`src/rtl/collide_scan_ctrl_pkg.sv`:
```
// Shared definitions for the collision scan controller: slot record layout,
// enemy type code, FSM state encoding and a field extract helper.
package collide_scan_ctrl_pkg;

  // Default table geometry
  localparam int DATACOUNT_DEF = 4;

  // Slot record layout: {type[3:0], h[7:0], y[7:0], w[7:0], x[7:0]}
  localparam int FIELD_W    = 8;
  localparam int X_START    = 0;
  localparam int W_START    = 8;
  localparam int Y_START    = 16;
  localparam int H_START    = 24;
  localparam int GEOM_LEN   = 32;
  localparam int TYPE_START = 32;
  localparam int TYPE_LEN   = 4;
  localparam int SLOT_LEN   = 36;

  localparam logic [TYPE_LEN-1:0] ENEMY_TYPE = 4'd2;

  typedef enum logic [1:0] {
    ST_IDLE = 2'd0,
    ST_SCAN = 2'd1,
    ST_DONE = 2'd2
  } state_e;

  // Pull one geometry field out of the geometry part of a slot record
  function automatic logic [FIELD_W-1:0] aabb_field(input logic [GEOM_LEN-1:0] geom,
                                                    input int unsigned start_bit);
    logic [GEOM_LEN-1:0] shifted;
    shifted = geom >> start_bit;
    return shifted[FIELD_W-1:0];
  endfunction

endpackage

```
`src/rtl/collide_scan_ctrl_aabb_overlap.sv`:
```
// Combinational inclusive AABB overlap test between two slot geometries.
// End coordinates are formed one bit wider than the fields so x+w never wraps.
module aabb_overlap
  import collide_scan_ctrl_pkg::*;
(
  input  logic [GEOM_LEN-1:0] a_i,
  input  logic [GEOM_LEN-1:0] b_i,
  output logic                overlap_o
);

  logic [FIELD_W:0] a_x_s, a_xe_s, b_x_s, b_xe_s;
  logic [FIELD_W:0] a_y_s, a_ye_s, b_y_s, b_ye_s;
  logic             ov_x_s, ov_y_s;

  // Widened start/end coordinates and the per-axis separation tests
  always_comb begin
    a_x_s  = {1'b0, aabb_field(a_i, X_START)};
    b_x_s  = {1'b0, aabb_field(b_i, X_START)};
    a_y_s  = {1'b0, aabb_field(a_i, Y_START)};
    b_y_s  = {1'b0, aabb_field(b_i, Y_START)};
    a_xe_s = a_x_s + {1'b0, aabb_field(a_i, W_START)};
    b_xe_s = b_x_s + {1'b0, aabb_field(b_i, W_START)};
    a_ye_s = a_y_s + {1'b0, aabb_field(a_i, H_START)};
    b_ye_s = b_y_s + {1'b0, aabb_field(b_i, H_START)};
    ov_x_s = !((a_xe_s < b_x_s) || (b_xe_s < a_x_s));
    ov_y_s = !((a_ye_s < b_y_s) || (b_ye_s < a_y_s));
    overlap_o = ov_x_s && ov_y_s;
  end

endmodule

```
`src/rtl/collide_scan_ctrl.sv`:
```
// Time-multiplexed collision scheduler: snapshots the object table on start
// and walks enemy slots one per clock through a single shared AABB comparator
// against the player in slot 0. Early-exits on the lowest colliding slot.
module collide_scan_ctrl
  import collide_scan_ctrl_pkg::*;
#(
  parameter int DATACOUNT = DATACOUNT_DEF,
  parameter int DATALEN   = SLOT_LEN,
  parameter int IDXW      = 4
) (
  input  logic                         clk3,
  input  logic                         reset,
  input  logic                         start,
  input  logic [DATALEN*DATACOUNT-1:0] gamedata,
  output logic                         busy,
  output logic                         done,
  output logic                         collide,
  output logic [IDXW-1:0]              hit_idx
);

  state_e              state_q, state_d;
  logic [IDXW-1:0]     idx_q, idx_d;
  logic [IDXW-1:0]     hit_idx_q, hit_idx_d;
  logic                busy_q, busy_d;
  logic                done_q, done_d;
  logic                collide_q, collide_d;
  logic                snap_load_s;
  logic                overlap_s, hit_s, last_s;
  logic [DATALEN-1:0]  snap_q [DATACOUNT];
  logic [DATALEN-1:0]  cur_slot_s;

  // Snapshot register: the whole table is captured once per accepted start
  always_ff @(posedge clk3 or negedge reset) begin
    if (!reset) begin
      for (int i = 0; i < DATACOUNT; i++) snap_q[i] <= '0;
    end else if (snap_load_s) begin
      for (int i = 0; i < DATACOUNT; i++) snap_q[i] <= gamedata[i*DATALEN +: DATALEN];
    end
  end

  // Select the slot currently under evaluation
  always_comb begin
    cur_slot_s = snap_q[0];
    for (int i = 1; i < DATACOUNT; i++) begin
      cur_slot_s = (idx_q == IDXW'(i)) ? snap_q[i] : cur_slot_s;
    end
  end

  aabb_overlap u_aabb (
    .a_i      (snap_q[0][GEOM_LEN-1:0]),
    .b_i      (cur_slot_s[GEOM_LEN-1:0]),
    .overlap_o(overlap_s)
  );

  // Only enemy-typed slots can collide; detect the final slot of the walk
  always_comb begin
    hit_s  = (cur_slot_s[TYPE_START +: TYPE_LEN] == ENEMY_TYPE) && overlap_s;
    last_s = (idx_q == IDXW'(DATACOUNT-1));
  end

  // Next-state and output-register decode
  always_comb begin
    state_d     = state_q;
    idx_d       = idx_q;
    hit_idx_d   = hit_idx_q;
    collide_d   = collide_q;
    busy_d      = busy_q;
    done_d      = 1'b0;
    snap_load_s = 1'b0;
    case (state_q)
      ST_IDLE: begin
        if (start) begin
          snap_load_s = 1'b1;
          idx_d       = IDXW'(1);
          collide_d   = 1'b0;
          hit_idx_d   = '0;
          busy_d      = 1'b1;
          if (DATACOUNT == 1) begin
            state_d = ST_DONE;
            done_d  = 1'b1;
          end else begin
            state_d = ST_SCAN;
          end
        end else begin
          state_d = ST_IDLE;
        end
      end
      ST_SCAN: begin
        if (hit_s) begin
          collide_d = 1'b1;
          hit_idx_d = idx_q;
          state_d   = ST_DONE;
          done_d    = 1'b1;
        end else if (last_s) begin
          state_d = ST_DONE;
          done_d  = 1'b1;
        end else begin
          idx_d = idx_q + IDXW'(1);
        end
      end
      ST_DONE: begin
        state_d = ST_IDLE;
        busy_d  = 1'b0;
      end
      default: begin
        state_d = ST_IDLE;
        busy_d  = 1'b0;
      end
    endcase
  end

  // State, index and output registers; reset aborts any scan in flight
  always_ff @(posedge clk3 or negedge reset) begin
    if (!reset) begin
      state_q   <= ST_IDLE;
      idx_q     <= '0;
      hit_idx_q <= '0;
      collide_q <= 1'b0;
      busy_q    <= 1'b0;
      done_q    <= 1'b0;
    end else begin
      state_q   <= state_d;
      idx_q     <= idx_d;
      hit_idx_q <= hit_idx_d;
      collide_q <= collide_d;
      busy_q    <= busy_d;
      done_q    <= done_d;
    end
  end

  assign busy    = busy_q;
  assign done    = done_q;
  assign collide = collide_q;
  assign hit_idx = hit_idx_q;

endmodule
```
`config.mk`:
```
export PLATFORM = sky130hd
export DESIGN_NAME = collide_scan_ctrl
export DESIGN_NICKNAME = d
export VERILOG_FILES = /design/src/rtl/collide_scan_ctrl_pkg.sv /design/src/rtl/collide_scan_ctrl_aabb_overlap.sv /design/src/rtl/collide_scan_ctrl.sv
export SDC_FILE = /design/constraint.sdc
export NUM_CORES = 1
export LEC_CHECK = 0
export BUFFER_PORTS_ARGS = -buffer_cell sky130_fd_sc_hd__buf_4
export CELL_PAD_IN_SITES_DETAIL_PLACEMENT = 2
export CELL_PAD_IN_SITES_GLOBAL_PLACEMENT = 2
export CORE_ASPECT_RATIO = 0.6
export CORE_MARGIN = 2
export CORE_UTILIZATION = 36
export DETAILED_ROUTE_END_ITERATION = 7
export MAX_ROUTING_LAYER = met4
export PLACE_DENSITY_LB_ADDON = 0.3
export SYNTH_ARGS = -nofsm -noshare
export SYNTH_HDL_FRONTEND = slang
export SYNTH_SLANG_ARGS = --single-unit
```
`constraint.sdc`:
```
create_clock -name clk3 -period 9 [get_ports clk3]
set_input_delay 0 -clock clk3 [delete_from_list [all_inputs] [get_ports clk3]]
set_output_delay 0 -clock clk3 [all_outputs]
set_load 0.01 [all_outputs]
```
==> metrics.cfg <==
[sta]
fin_setup_tns_ns=0
max_slew.worst_pin.slew_ns=1.26
grt_setup_unrepaired=no
finalSetupViolations=0
fin_crit_ns=6.54
whs_ns=0.222
fmax_ghz=0.153
skew_ns=0.0176
post-route-period-util_pct=72.7
finalMaxSlewViolations=0
slew_headroom_pct=15.8
hold_violations=0
layout_setup_ws_ns=2.46

[place]
post-place-ws_ns=2.72
port_buffers=153
gp_congestion=0.911
dp_hpwl_mm=27.0

[detailed_routing]
via_count=9502
firstDrtPassIters=5
route.detailed.drc=0
wl_per_cell_um=25.8
ant_nets=0
viasPerCell=5.47
finalWirelength_mm=44.8
drt-initial-drc-count=964

[finish]
fin_util_pct=50.1
antenna_cells=0
num-nets-final=1602
area_growth_pct=37.2
regArea_um2=3930
multiInputGateArea_um2=4820
drive_gt1_share_pct=15.1
nFillCells=2734

[clocking]
cts_buffer_depth=2
cts_tree=yes
clock_sinks=157
cts_buffers=17
cts_root_buffer=clkbuf_16
insertion_delay_ns=0.47
clkTransAtPathRegs_ns=0.07
cts-htree-levels=4

[die]
core_um2=25200
rows=45
die_h_um=128
initial_utilization_pct=36.5
fp.dieArea_um2=26900
die_w_um=210
num_io_pins=154

[worst_setup_path]
ff2ff_path_depth=22
critPathArrivalTime_ns=6.92
crit_family=compound AO/OA/AOI/OAI gates
cpMaxStageDelayCell=a2111oi_0
cp.depth=22
startpoint_type=flop
worstPathRequired_ns=9.38
max_stage_delay_ns=1.01
critPathKind=reg -> reg
cp_max_fo=20
worstPathCellList=inv_1 -> ha_1 -> inv_1 -> nor2_2 -> nand2_1 -> o21ai_0 -> nand2_1 -> nand2_1 -> ha_1 -> a21oi_1 -> maj3_1 -> o21bai_1 -> a21oi_1 -> o21bai_1 -> a21oi_1 -> xnor2_1 -> ha_1 -> o21a_1 -> a2111oi_0 -> a211oi_4 -> a211oi_4 -> mux2i_1
worst_setup_path_end_kind=flop
critPathBufInv=2

[synth]
yosysSeqAreaShare_pct=42.8
yosysWarningCount=0
synth_seq_cells=157
synth_top_family_by_area=simple AND/OR/NAND/NOR gates
synth.most_common_cell=nand2_1
synth_edf_count=0
synth_top_area_share_pct=42.8
netlist_area_um2=9190
synth-compound-area-share_pct=13.2
synth_area_leader_cell=dfrtp_1
synthSimpleGateAreaFrac_pct=24.9
synth.area.mux_share_pct=2.40
synthFlopType=dfrtp_1
synth_cell_type_count=74
synthTopCellsByArea=dfrtp_1 (43%), nand2_1 (19%), ha_1 (7.8%)
syn_avg_cell_area_um2=8.15
synthTopCellsByCount=nand2_1 (477), dfrtp_1 (157), o21ai_0 (61), ha_1 (57), inv_1 (56)
async_flop_share_pct=100
synth_xor_area_share_pct=2.76
synthAdderAreaFrac_pct=9.08
synthesis.nets=1335
synthCells=1127

[outcome]
outcome=complete, no violations

[global_route]
gr-total-overflow=0
grt_antenna_before_repair=0
grt_first_pass_wirelength_mm=67.8
grt_usage_pct=35.4
grt_pass1_vias=10700
grt_max_degree=93

[worst_hold_path]
hp-class=in -> async

[run]
max_cap_viol_count=0

[power_and_ir_drop]
peakVddDrop_v=0.000240
power_density_nw_per_um2=483
cellLeakagePower_uw=0.00647

-- routing by layer --
metal / vias up / wire [µm] / GRT usage, %
met3: 58 / 2700 / 5.83
met4: 0 / 892 / 10.5
met2: 321 / 21100 / 56.5
met1: 4896 / 20000 / 46.8
met5: - / 0 / -
li1: 4227 / - / -
-- power breakdown --
group	switching [µW]	internal, µW
registers	432	1040
clock network	355	394
logic	2380	1480
total	3170	2920
-- path summary, 6_finish.rpt --
| path | from | endpoint | slack [ns] |
|---|---|---|---|
| setup / recovery | idx_q[0]$_DFFE_PN0P_ | idx_q[0]$_DFFE_PN0P_ | 2.46 |
| hold / removal | reset | snap_q[133]$_DFFE_PN0P_ | 0.22 |
| setup reg to reg | idx_q[0]$_DFFE_PN0P_ | idx_q[0]$_DFFE_PN0P_ | 2.46 |
| hold reg to reg | snap_q[84]$_DFFE_PN0P_ | snap_q[84]$_DFFE_PN0P_ | 0.50 |
| max in group asynchronous | reset | snap_q[131]$_DFFE_PN0P_ | 7.28 |
| min in group clk3 | gamedata[40] | snap_q[76]$_DFFE_PN0P_ | 0.27 |
-- repair_timing --
item,CTS,global route
hold buffers,145,0
hold endpoints to repair,235,0
resized for setup,0,0
setup buffers,0,0
-- cell usage in the layout (no fill, tap or decap), types with 3 or more instances in the layout --
| cell type | n |
|---|---|
| nand2_1 | 476 |
| buf_4 | 159 |
| dfrtp_1 | 157 |
| dlygate4sd3_1 | 145 |
| o21ai_0 | 61 |
| ha_1 | 57 |
| inv_1 | 56 |
| a21oi_1 | 45 |
| mux2i_1 | 22 |
| xnor2_1 | 19 |
| nand3_1 | 17 |
| clkbuf_16 | 17 |
| nor2_1 | 14 |
| a21o_1 | 13 |
| xor2_1 | 10 |
| nor2b_1 | 9 |
| o21bai_1 | 8 |
| nand2b_1 | 8 |
| a31oi_1 | 6 |
| inv_6 | 6 |
| nor3_1 | 5 |
| a211oi_1 | 5 |
| nor4b_1 | 5 |
| fa_1 | 4 |
| o21a_1 | 3 |
| maj3_1 | 3 |
| o211ai_1 | 3 |
| clkinvlp_4 | 3 |
-- cell type report --
cell class                      instances  share of cell area (%)
Timing Repair Buffer                  305                    21.1
Multi-Input combinational cell        857                    38.3
Sequential cell                       157                    31.2
Clock inverter                         13                    1.00
Clock buffer                           19                    3.52
Inverter                               56                    1.67
Tap cell                              329                    3.27
-- state kept, by name, indices dropped and copies added, names as in the netlist --
name     count
busy         1
collide      1
done         1
hit_idx      4
idx_q        4
snap_q     144
state_q      2
-- kinds of logic after synthesis --
kind of cell,count (synthesis)
xor+xnor,29
simple gates,558
flops,157
fa+ha+maj,65
compound gates,183
mux,22
buf+inv,113
-- metrics by stage --
| step | std cells | area, µm² | total power (µW) |
|---|---|---|---|
| finish | 1736 | 12600 | 6090 |
| global route | 1736 | 12600 | 6490 |
| CTS | 1736 | 12600 | 5850 |
| detailed placement | 1559 | 10600 | 5000 |
| global placement | 1559 | 10600 | 4760 |
| floorplan | 1127 | 9190 | 3790 |
(Power assumes the default switching activity.)
